`src/rtl/trdb_branch_map.sv`:
```
// rtl/trdb_branch_map.sv - taken/not-taken branch map feeding the packet-format selector
module trdb_branch_map #(
    parameter int MAX_BRANCHES = 31,
    parameter int CNT_W        = 5
) (
    input  logic                    clk_i,
    input  logic                    rst_ni,
    input  logic                    valid_i,
    input  logic                    is_branch_i,
    input  logic                    branch_taken_i,
    input  logic                    flush_i,
    output logic [MAX_BRANCHES-1:0] map_o,
    output logic [CNT_W-1:0]        branches_o,
    output logic                    empty_o,
    output logic                    full_o,
    output logic                    overflow_o
);

    logic [MAX_BRANCHES-1:0] map_d, map_q;
    logic [CNT_W-1:0]        branches_d, branches_q;
    logic                    overflow_d, overflow_q;
    logic                    rec;
    logic                    full;
    logic [MAX_BRANCHES-1:0] new_bit;

    assign rec     = valid_i & is_branch_i;
    assign full    = (branches_q == CNT_W'(MAX_BRANCHES));
    // E-trace encodes not-taken as 1
    assign new_bit = {{(MAX_BRANCHES-1){1'b0}}, ~branch_taken_i};

    always_comb begin
        map_d      = map_q;
        branches_d = branches_q;
        overflow_d = 1'b0;
        if (flush_i) begin
            // the flushed contents belong to the packet just emitted
            map_d      = rec ? new_bit : '0;
            branches_d = rec ? CNT_W'(1) : '0;
        end else if (rec) begin
            if (full) begin
                overflow_d = 1'b1;
            end else begin
                map_d      = map_q | (new_bit << branches_q);
                branches_d = branches_q + CNT_W'(1);
            end
        end
    end

    always_ff @(posedge clk_i or negedge rst_ni) begin
        if (!rst_ni) begin
            map_q      <= '0;
            branches_q <= '0;
            overflow_q <= 1'b0;
        end else begin
            map_q      <= map_d;
            branches_q <= branches_d;
            overflow_q <= overflow_d;
        end
    end

    assign map_o      = map_q;
    assign branches_o = branches_q;
    assign overflow_o = overflow_q;
    assign empty_o    = (branches_q == '0);
    assign full_o     = full;

endmodule

```
`config.mk`:
```
export PLATFORM = sky130hd
export DESIGN_NAME = trdb_branch_map
export DESIGN_NICKNAME = d
export VERILOG_FILES = /design/src/rtl/trdb_branch_map.sv
export SDC_FILE = /design/constraint.sdc
export NUM_CORES = 1
export LEC_CHECK = 0
export ABC_AREA = 1
export CAP_MARGIN = 20
export CORE_MARGIN = 2
export CORE_UTILIZATION = 47
export CTS_BUF_LIST = sky130_fd_sc_hd__clkbuf_8 sky130_fd_sc_hd__clkbuf_16
export DETAILED_ROUTE_END_ITERATION = 7
export PLACE_DENSITY = 0.87
export SYNTH_ARGS = -nofsm -noshare
export SYNTH_HDL_FRONTEND = slang
export SYNTH_SLANG_ARGS = --single-unit
export TNS_END_PERCENT = 50
```
`constraint.sdc`:
```
create_clock -name clk_i -period 1.7 [get_ports clk_i]
set_input_delay 0.34 -clock clk_i [delete_from_list [all_inputs] [get_ports clk_i]]
set_output_delay 0.34 -clock clk_i [all_outputs]
set_load 0.1 [all_outputs]
```
Word-level counts from Yosys, hierarchy flattened
Index checks and enable logic that the tools add are counted.

Flip-flop bits (word level): 37. Latch bits: 0. RAM bits: 0. ROM bits: 0. Input port bits: 6. Output and inout port bits: 39. Memories kept: 0.

Add/subtract/negate cells: 1. Multiply operators: 0. Divide/modulo/power cells: 0. $lt $le $gt $ge: 0. Equality and inequality tests: 2. Shift operators: 1. Multiplexer cells: 11. Bitwise operators: 3. Reductions and logical operators: 3.

Operator list (number): $mux W31 (3); $or A31 B31 Y31 (1); $shl A1 B5 Y31 (1); $mux W5 (3); $add A5 B1 Y5 const B (1); $eq A5 B5 Y1 const B (1); $logic_not A5 Y1 (1); $mux W1 (5); $ne A2 B2 Y1 const B (1); $reduce_and A2 Y1 (1); $reduce_bool A2 Y1 (1); $and A1 B1 Y1 (1); $not A1 Y1 (1).

Depth between registers and ports, before layout
Gate-level depths: netlist of run 1.

Depth after elaboration: 6. Mapped depth: 10. Gate-level depth less buffers: 9.

Worst setup path before layout of run 1
OpenSTA, ideal clock, no wires.

Path type: flip-flop to flip-flop. Start: reg branches_q[1], in the netlist branches_o[1]. End: reg map_q[26], in the netlist map_o[26]. Setup time: 132 ps. Arrival: 2942 ps. Data required time: 1568 ps. Path slack: -1374 ps. Cell stages (with the launch flop): 11. Cells stage by stage: dfrtp_1 > ha_1 > inv_1 > nor2_1 > ha_1 > nand2_4 > nand3_4 > buf_6 > nor2_1 > nor2_1 > nor2_1.

Elaborated cells between the ends (all ways): 8. Classes of those cells: eq/ne: 2; shift: 1; mux: 3; bitwise: 1; reduce/logical: 1.

RTL lines: start, declared (line 20) `logic [CNT_W-1:0] branches_d, branches_q;`; start signal, assigned (line 56) `branches_q <= branches_d;`; $eq A5 B5 Y1 (line 27) `assign full = (branches_q == CNT_W'(MAX_BRANCHES));`; via full_o (line 15) `output logic full_o,`; $ne A2 B2 Y1 (no line); $reduce_and A2 Y1 (no line); end signal, assigned (line 55) `map_q <= map_d;`; end, declared (line 19) `logic [MAX_BRANCHES-1:0] map_d, map_q;`.

The timed path passes the listed nets, and every way through them passes these cells. The select of a mux whose other input is x is not followed. A chain may end at the register's enable or synchronous reset.

Worst setup path in the final report of run 1
Start: reg branches_q[0], in the netlist branches_o[0]. End: out full_o.

Cells in the longest elaborated chain, start to end: 1.

Ends and longest elaborated chain (line): $eq A5 B5 Y1 (27); end, declared (15).

Every way passes these cells.

==> flow_summary_export.csv, run 1 <==
group,metric,value,unit
timing,finalSetupTns,-284,ps
placement,gp_congestion,0.901,
clock_network,clkTransAtPathRegs,80,ps
global_route,grt_max_degree,38,
critical_path,critPathLaunchType,"flop",
logic_synthesis,yosysSeqAreaShare,55.3,%
drt,drt_wl_total,5.37,mm
logic_synthesis,ys_seq_elements,37,
layout,num_antenna_cells,0,
power,leakage,1.25,nW
drt,drc,0,
drt,wire_per_inst,17.6,um
global_route,grt_pass1_vias,1799,
floorplan,fp.dieW,63.7,um
min_path,hold_path_class,"input port to asynchronous set/reset pin",
layout,nNetsFinal,267,
critical_path,r2r_setup_slack,-80,ps
logic_synthesis,syn-num-nets,209,
power,p_per_area,693,nW/um2
logic_synthesis,synth.top_cells.by_area,"dfrtp_1 55%, nor2_1 23%, nand2_1 2.9%",
floorplan,start_util,49.4,%
logic_synthesis,synth_top_family_by_area,"simple AND/OR/NAND/NOR gates",
timing,slew_viol_final,0,
drt,drt_iter0_markers,174,
drt,first_pass_iters,4,
logic_synthesis,synth_adder_area_share,2.24,%
timing,fin_ws,-85.4,ps
logic_synthesis,synth_area_per_cell,8.37,um2
timing,setup_viol,5,
clock_network,htreeDepth,2,
drt,vias_per_cell,5.70,
critical_path,r2r_start,"branches_o[0]",
status,violations,"setup timing",
critical_path,cp_max_fo,4,
global_route,grt_antenna_before_repair,0,
clock_network,cts_sinks,37,
floorplan,rows,21,
clock_network,clock_path_buffers,2,
logic_synthesis,synth_mux_area_share,0,%
logic_synthesis,ys_types,21,
floorplan,die-area,4060,um2
drt,postRouteAntennaNets,0,
placement,dpl.hpwl,3.15,mm
logic_synthesis,synth_warnings,0,
timing,min_period,1790,ps
critical_path,arrival,1450,ps
clock_network,clock_latency,300,ps
timing,fin_skew,11.8,ps
logic_synthesis,synth_top_cell_by_area,"dfrtp_1",
floorplan,io_pins,45,
layout,area_delta_synth_final,69.2,%
critical_path,reg2reg_depth,9,
run,drv_cap,0,
critical_path,r2r_end,"map_o[0]",
global_route,grt-ovfl-total,0,
logic_synthesis,synth_compound_area_share,2.91,%
clock_network,clockRootBuffer,"clkbuf_8",
clock_network,cts_buffers,5,
logic_synthesis,synth-simple-area-share,34.8,%
critical_path,crit_type,"flop to output pin",
timing,period_share,105,%
power,total_power,1.96,mW
global_route,grt_usage,28.9,%
timing,hold_violations,0,
logic_synthesis,synth_xor_area_share,0,%
placement,dp_worst_setup_slack,-6.50,ps
layout,drive_above_1_share,32.0,%
timing,rsz0062_at_grt,"true",
timing,tightest_slew,341,ps
critical_path,cp.required,1360,ps
clock_network,cts_tree,"done",
logic_synthesis,synth_area,1670,um2
floorplan,coreArea,3390,um2
timing,fmax,560,MHz
logic_synthesis,syn_inst,200,
status,status,"complete, but fails checks",
floorplan,die_h,63.7,um
power,ir_worst_vdd,0.000585,V
timing,relSlewSlack,77.0,%
critical_path,crit_path_end_kind,"output pin",
global_route,grt_pass1_wl,8.72,mm
logic_synthesis,synth_top_area_share,55.3,%
drt,dr_total_vias,1738,
placement,numPortBuffers,44,
layout,n_fill_cell,145,
==> registers in the layout, indices dropped and copies added (netlist names) <==
signal,count
map_o,31
overflow_o,1
branches_o,5
==> placed cells by master, fill, tap and decap left out <==
cell type,instances
nor2_1,100
buf_12,40
nand2_4,2
inv_4,1
nand4_1,6
nand2_1,13
nor2_4,2
dfrtp_2,1
clkinv_2,1
nor3_1,2
buf_4,12
o2111ai_1,1
nor3_2,1
nand3_2,1
o21ai_0,6
a21oi_1,2
inv_2,3
bufinv_16,1
nor2_2,2
ha_4,3
clkdlybuf4s50_1,5
clkbuf_8,5
dfrtp_4,4
or2_2,1
nand3_4,3
dfrtp_1,32
inv_1,5
nand3_1,4
==> critical path, stage by stage (launching register included) <==
cell and delay [ps]:
dfrtp_4 510, ha_4 180, inv_2 60, nor2_4 30, ha_4 190, buf_12 170
==> synth_stat cells <==
| master | count |
|---|---|
| a21oi_1 | 2 |
| buf_2 | 1 |
| buf_4 | 1 |
| buf_6 | 2 |
| clkbuf_1 | 3 |
| dfrtp_1 | 37 |
| ha_1 | 3 |
| inv_1 | 6 |
| inv_2 | 1 |
| inv_4 | 1 |
| nand2_1 | 13 |
| nand2_4 | 2 |
| nand3_1 | 5 |
| nand3_4 | 2 |
| nand4_1 | 6 |
| nor2_1 | 103 |
| nor2_2 | 1 |
| nor3_1 | 3 |
| o2111ai_1 | 1 |
| o21ai_0 | 6 |
| or2_2 | 1 |
==> where the power goes <==
| part | total (mW) | internal (mW) | switching (mW) |
|---|---|---|---|
| combinational | 0.309 | 0.105 | 0.204 |
| sequential | 0.903 | 0.890 | 0.0128 |
| clock | 0.751 | 0.429 | 0.321 |
==> metrics by stage <==
stage | cells | hold slack (ps) | util (%) | instance area (um2)
finish | 305 | 414 | 83.6 | 2830
CTS | 301 | 429 | 82.2 | 2790
global placement | 290 | 543 | 77.8 | 2640
detailed placement | 290 | 550 | 77.8 | 2640
floorplan | 200 | 44.4 | - | 1730
global route | 305 | 434 | 83.6 | 2830
==> what timing repair did <==
item | in CTS | in global routing
gates cloned | 0 | 1
endpoints found under the setup margin | 4 | 28
setup buffers | 3 | 3
gates resized for setup | 4 | 3
pin swaps | 3 | 0
hold buffers | 0 | 0
==> layout make-up <==
type | instances | area, um2 | area share [%]
well taps | 46 | 57.6 | 2.03
flip-flops and latches | 37 | 942 | 33.3
inverters | 8 | 32.5 | 1.15
clock inverters | 3 | 38.8 | 1.37
repair buffers | 57 | 941 | 33.2
clock buffers | 5 | 68.8 | 2.43
multi-input cells | 149 | 752 | 26.5
==> metal layers <==
metal	wire length, um	up-vias	track usage, %
met5	0	-	0
met1	1930	821	33.5
li1	-	750	-
met3	461	38	9.82
met2	2630	129	44.9
met4	337	0	20.1
==> worst max-delay path by stage <==
stage             startpoint            end  cells after the start
6_report       branches_o[0]         full_o                      5
5_1_grt        branches_o[0]        empty_o                      5
4_1_cts        branches_o[0]         full_o                      5
3_5_place_dp         valid_i      map_o[11]                      7
3_3_place_gp   branches_o[1]  branches_o[2]                      8
2_1_floorplan  branches_o[1]      map_o[24]                     10
==> kinds of logic after synthesis <==
family,count (synthesis)
buf+inv,15
fa+ha+maj,3
compound gates,9
flops,37
simple gates,136
Note: power is estimated with default switching activity, not from simulation.
==> run 2, diff against run 1 <==
--- a/config.mk
+++ b/config.mk
@@ -7,6 +7,7 @@
 export LEC_CHECK = 0
 export ABC_AREA = 1
 export CAP_MARGIN = 20
+export CORE_ASPECT_RATIO = 2
 export CORE_MARGIN = 2
 export CORE_UTILIZATION = 47
 export CTS_BUF_LIST = sky130_fd_sc_hd__clkbuf_8 sky130_fd_sc_hd__clkbuf_16
==> flow_summary_export.csv, run 2 (synthesis results as in run 1) <==
group,metric,value,unit
status,status,"complete, but fails checks",
power,p_per_area,647,nW/um2
layout,area_delta_synth_final,75.2,%
clock_network,cts_buffers,5,
timing,fin_skew,7.51,ps
timing,fin_ws,-222,ps
status,violations,"setup timing",
clock_network,cts_sinks,37,
global_route,grt_max_degree,38,
clock_network,cts_tree,"done",
layout,n_fill_cell,148,
power,ir_worst_vdd,0.000844,V
layout,fin_cells,308,
timing,hold_violations,0,
timing,tightest_slew,373,ps
run,drv_cap,0,
floorplan,die-area,4080,um2
drt,wire_per_inst,23.3,um
drt,drc,0,
clock_network,htreeDepth,2,
floorplan,io_pins,45,
global_route,grt_pass1_vias,1842,
timing,period_share,113,%
drt,vias_per_cell,6.03,
critical_path,arrival,2150,ps
critical_path,timing.critical_path.mode_cell,"nor2_1",
placement,numPortBuffers,44,
floorplan,start_util,49.0,%
layout,num_antenna_cells,0,
layout,nNetsFinal,268,
critical_path,cp_num_buf_inv,3,
critical_path,max_stage_delay,480,ps
critical_path,cp_max_fo,4,
global_route,grt_usage,36.2,%
drt,postRouteAntennaNets,0,
timing,finalSetupTns,-3040,ps
floorplan,coreArea,3420,um2
placement,dpl.hpwl,3.58,mm
layout,drive_above_1_share,37.7,%
layout,largest_reg_flops,31,
timing,rsz0062_at_grt,"true",
global_route,grt_pass1_wl,9.76,mm
global_route,grt-ovfl-total,0,
clock_network,clockRootBuffer,"clkbuf_8",
critical_path,cp.required,1930,ps
drt,drt_iter0_markers,255,
timing,fmax,520,MHz
layout,final_cell_mix,"87 x nor2_1, 40 x buf_12, 32 x dfrtp_1",
critical_path,cp_slowest_cell,"dfrtp_4",
timing,min_period,1920,ps
critical_path,crit_path_end_kind,"flop",
timing,relSlewSlack,75.1,%
critical_path,path_cells,"inv_4 -> buf_4 -> buf_4 -> nor2_1 -> nand4_1 -> nor2_1 -> nor2_1 -> nor2_1",
critical_path,crit_type,"flop to flop",
critical_path,critPathLaunchType,"flop",
global_route,grt_antenna_before_repair,0,
drt,dr_total_vias,1857,
power,total_power,1.90,mW
timing,setup_viol,34,
power,leakage,1.25,nW
drt,drt_wl_total,7.19,mm
placement,gp_congestion,0.948,
critical_path,path_delay_family,"simple AND/OR/NAND/NOR gates",
placement,placed_cells,292,
clock_network,clock_latency,310,ps
clock_network,clock_path_buffers,2,
placement,dp_worst_setup_slack,-66.3,ps
layout,layout_commonest_cell,"nor2_1",
floorplan,die_h,88.4,um
clock_network,clkTransAtPathRegs,80,ps
timing,slew_viol_final,0,
min_path,hold_path_class,"input port to asynchronous set/reset pin",
drt,first_pass_iters,7,
floorplan,rows,30,
floorplan,fp.dieW,46.2,um
## run 2: cell types whose count changed in the layout (fill, tap and decap cells not counted), moves of 2 or more
cell and delta:
inv_2 -2, nor2_1 -13, nor2_2 +4, nor2_4 +9
o21ai_0 -3, o21ai_1 +2
## run 2: metrics by stage
stage               hold WS [ps]  cell area (um2)  utilization (%)
finish                       435             2930             85.9
global route                 441             2930             85.9
CTS                          417             2810             82.2
detailed placement           554             2640             77.3
global placement             539             2640             77.3
floorplan                   44.4             1730                -
## run 2: what timing repair did
item,CTS,global route
buffers inserted,5,1
hold buffers,0,0
resized for setup,10,29
pin swaps,3,6
setup endpoints to repair,7,38
cloned,0,2
## run 2: layer usage
layer  vias up  routed length [um]  GRT usage (%)
met3        74                 586           13.7
met4         0                 797           31.2
met5         -                   0              0
met1       863                2170           36.3
met2       171                3630           55.7
li1        749                   -              -
## run 2: path summary, 6_finish.rpt
check                      cells after the start           from  slack, ps       endpoint
setup reg to reg                               8  branches_o[0]       -220      map_o[25]
max in group asynchronous                      2         rst_ni       1070  branches_o[0]
hold reg to reg                                2      map_o[29]        570      map_o[29]
setup / recovery                               8  branches_o[0]       -220      map_o[25]
hold / removal                                 2         rst_ni        440      map_o[16]
min in group clk_i                             2      map_o[29]        570      map_o[29]
## run 2: final cells by class
class	instances	area, um2	area share (%)
inverter	8	40.0	1.37
timing repair buffer	57	941	32.1
clock buffer	6	82.6	2.82
sequential	37	942	32.1
clock inverter	2	7.51	0.256
tap	48	60.1	2.05
multi-input combinational	150	860	29.3
## run 2: where the power goes
part | internal (mW) | switching (mW) | total, mW
logic | 0.110 | 0.225 | 0.335
clock network | 0.319 | 0.337 | 0.656
registers | 0.890 | 0.0157 | 0.906
total | 1.32 | 0.577 | 1.90
==> run 3, diff against run 2 <==
--- a/config.mk
+++ b/config.mk
@@ -5,14 +5,14 @@
 export SDC_FILE = /design/constraint.sdc
 export NUM_CORES = 1
 export LEC_CHECK = 0
-export ABC_AREA = 1
 export CAP_MARGIN = 20
 export CORE_ASPECT_RATIO = 2
 export CORE_MARGIN = 2
-export CORE_UTILIZATION = 47
+export CORE_UTILIZATION = 48
 export CTS_BUF_LIST = sky130_fd_sc_hd__clkbuf_8 sky130_fd_sc_hd__clkbuf_16
 export DETAILED_ROUTE_END_ITERATION = 7
-export PLACE_DENSITY = 0.87
+export GPL_TIMING_DRIVEN = 0
+export PLACE_DENSITY = 0.88
 export SYNTH_ARGS = -nofsm -noshare
 export SYNTH_HDL_FRONTEND = slang
 export SYNTH_SLANG_ARGS = --single-unit
==> flow_summary_export.csv, run 3 <==
group,metric,value,unit
critical_path,timing.critical_path.mode_cell,"ha_4",
global_route,grt_antenna_before_repair,0,
clock_network,clkTransAtPathRegs,70,ps
clock_network,postCtsHoldBufs,0,
layout,drive_above_1_share,49.5,%
clock_network,clock_path_buffers,2,
power,leakage,0.984,nW
timing,min_period,1930,ps
critical_path,crit_type,"flop to flop",
layout,area_delta_synth_final,49.9,%
logic_synthesis,yosysSeqAreaShare,54.9,%
logic_synthesis,synth.most_common_cell,"dfrtp_1",
drt,postRouteAntennaNets,0,
floorplan,io_pins,45,
logic_synthesis,synth_warnings,0,
logic_synthesis,ys_async_sr_fraction,100,%
placement,gp_congestion,0.755,
run,drv_cap,0,
timing,relSlewSlack,46.4,%
timing,setup_viol,36,
min_path,hold_path_class,"input port to asynchronous set/reset pin",
logic_synthesis,syn-num-nets,156,
timing,tightest_slew,804,ps
critical_path,cp_num_buf_inv,0,
global_route,grt_max_degree,38,
power,total_power,1.73,mW
clock_network,cts_tree,"done",
layout,largest_reg_flops,31,
layout,layout_commonest_cell,"clkdlybuf4s15_2",
status,violations,"setup timing",
global_route,grt_pass1_wl,7.07,mm
status,status,"complete, but fails checks",
floorplan,die_h,87.8,um
layout,final_cell_mix,"34 x clkdlybuf4s15_2, 32 x inv_1, 32 x dfrtp_1",
logic_synthesis,ys_seq_elements,37,
critical_path,r2r_start,"branches_o[0]",
floorplan,fp.dieW,45.9,um
drt,first_pass_iters,4,
timing,fin_skew,2.01,ps
clock_network,cts_sinks,37,
critical_path,cp_slowest_cell,"dfrtp_4",
critical_path,startpoint,"branches_o[0]",
timing,whs,127,ps
logic_synthesis,synth_flop_cell,"dfrtp_1",
logic_synthesis,synth.top_cells.by_area,"dfrtp_1 55%, o22ai_2 8.9%, inv_1 6.9%",
logic_synthesis,synth_area_per_cell,11.5,um2
layout,num_antenna_cells,0,
layout,fin_cells,238,
logic_synthesis,synth_top_cell_by_area,"dfrtp_1",
global_route,grt_usage,25.0,%
floorplan,coreArea,3380,um2
timing,period_share,114,%
timing,fin_ws,-233,ps
timing,slew_viol_final,0,
logic_synthesis,synth_area,1690,um2
critical_path,critPathLaunchType,"flop",
timing,rsz0062_at_grt,"true",
floorplan,die-area,4030,um2
logic_synthesis,syn_inst,147,
drt,wire_per_inst,18.9,um
clock_network,clock_latency,300,ps
critical_path,path_delay_family,"simple AND/OR/NAND/NOR gates",
timing,finalSetupTns,-5480,ps
logic_synthesis,ys_types,29,
placement,placed_cells,223,
drt,drt_iter0_markers,62,
critical_path,path_cells,"ha_4 -> and3_4 -> ha_4 -> and4bb_4 -> nand3_4 -> o221ai_4",
placement,numPortBuffers,44,
drt,drt_wl_total,4.50,mm
clock_network,htreeDepth,2,
critical_path,arrival,2140,ps
critical_path,max_stage_delay,520,ps
clock_network,cts_buffers,5,
drt,drc,0,
power,ir_worst_vdd,0.000595,V
timing,fmax,517,MHz
timing,hold_violations,0,
floorplan,rows,30,
floorplan,start_util,49.9,%
layout,nNetsFinal,214,
logic_synthesis,synth_top_area_share,54.9,%
critical_path,cp.required,1910,ps
logic_synthesis,synth-edff-count,0,
clock_network,clockRootBuffer,"clkbuf_8",
drt,dr_total_vias,1368,
placement,dpl.hpwl,2.90,mm
global_route,grt_pass1_vias,1457,
power,p_per_area,686,nW/um2
drt,vias_per_cell,5.75,
critical_path,crit_path_end_kind,"flop",
logic_synthesis,synth_common_cells,"37 x dfrtp_1, 31 x inv_1, 18 x o22ai_1",
critical_path,cp_max_fo,8,
layout,n_fill_cell,220,
global_route,grt-ovfl-total,0,
run 3: cell count changes in the layout (fill, tap and decap cells not counted), sizes merged, moves of 4 or more:
cell	before	now
nand3	9	5
clkdlybuf4s15	0	34
nand2	15	3
o21ai	6	1
inv	10	34
nor2	104	4
buf	52	18
nand4	6	0
o22ai	0	30
run 3: per-stage QoR:
| stage | utilization, % | area [um2] | setup WS, ps |
|---|---|---|---|
| floorplan | - | 1760 | -549 |
| global placement | 66.2 | 2240 | -775 |
| detailed placement | 66.1 | 2230 | -810 |
| CTS | 74.0 | 2500 | -182 |
| global route | 74.8 | 2530 | -256 |
| finish | 74.8 | 2530 | -233 |
run 3: area by class of cell:
type | instances | area [um2] | share of cell area, %
Multi-Input combinational cell | 69 | 748 | 29.6
Clock inverter | 3 | 13.8 | 0.545
Timing Repair Buffer | 51 | 522 | 20.6
Tap cell | 32 | 40.0 | 1.58
Sequential cell | 37 | 945 | 37.4
Buffer | 8 | 61.3 | 2.43
Inverter | 33 | 129 | 5.10
Clock buffer | 5 | 68.8 | 2.72
run 3: path summary, 6_finish.rpt:
path	slack, ps	end	cells past startpoint
setup reg to reg	-230	map_o[0]	6
max in group asynchronous	980	branches_o[4]	1
setup / recovery	-230	map_o[0]	6
hold / removal	130	map_o[5]	1
min in group clk_i	530	map_o[14]	2
hold reg to reg	530	map_o[14]	2
run 3: cell families (layout without fill, tap and decap cells):
logic type,after synthesis,after routing,synth area share (%)
compound gates,34,34,17.1
mux,2,2,1.19
simple gates,29,29,13.8
xor+xnor,1,1,0.519
fa+ha+maj,3,3,2.23
buf+inv,41,100,10.2
flops,37,37,54.9
run 3: power breakdown:
group | internal (mW) | switching (mW)
Sequential | 0.889 | 0.0105
Clock | 0.278 | 0.314
Combinational | 0.0688 | 0.173
Total | 1.24 | 0.498
run 3: layer usage:
metal	vias to the layer above	share of wire, %	GRT usage (%)
met5	-	0	0
li1	633	-	-
met1	677	36	26.9
met4	0	2.8	12.7
met3	12	3.5	5.15
met2	46	58	43.6
run 3: repair_timing:
item | 4_1_cts | 5_1_grt
setup endpoints to repair | 74 | 39
pin swaps | 22 | 9
gates resized for setup | 143 | 10
buffers inserted | 7 | 0
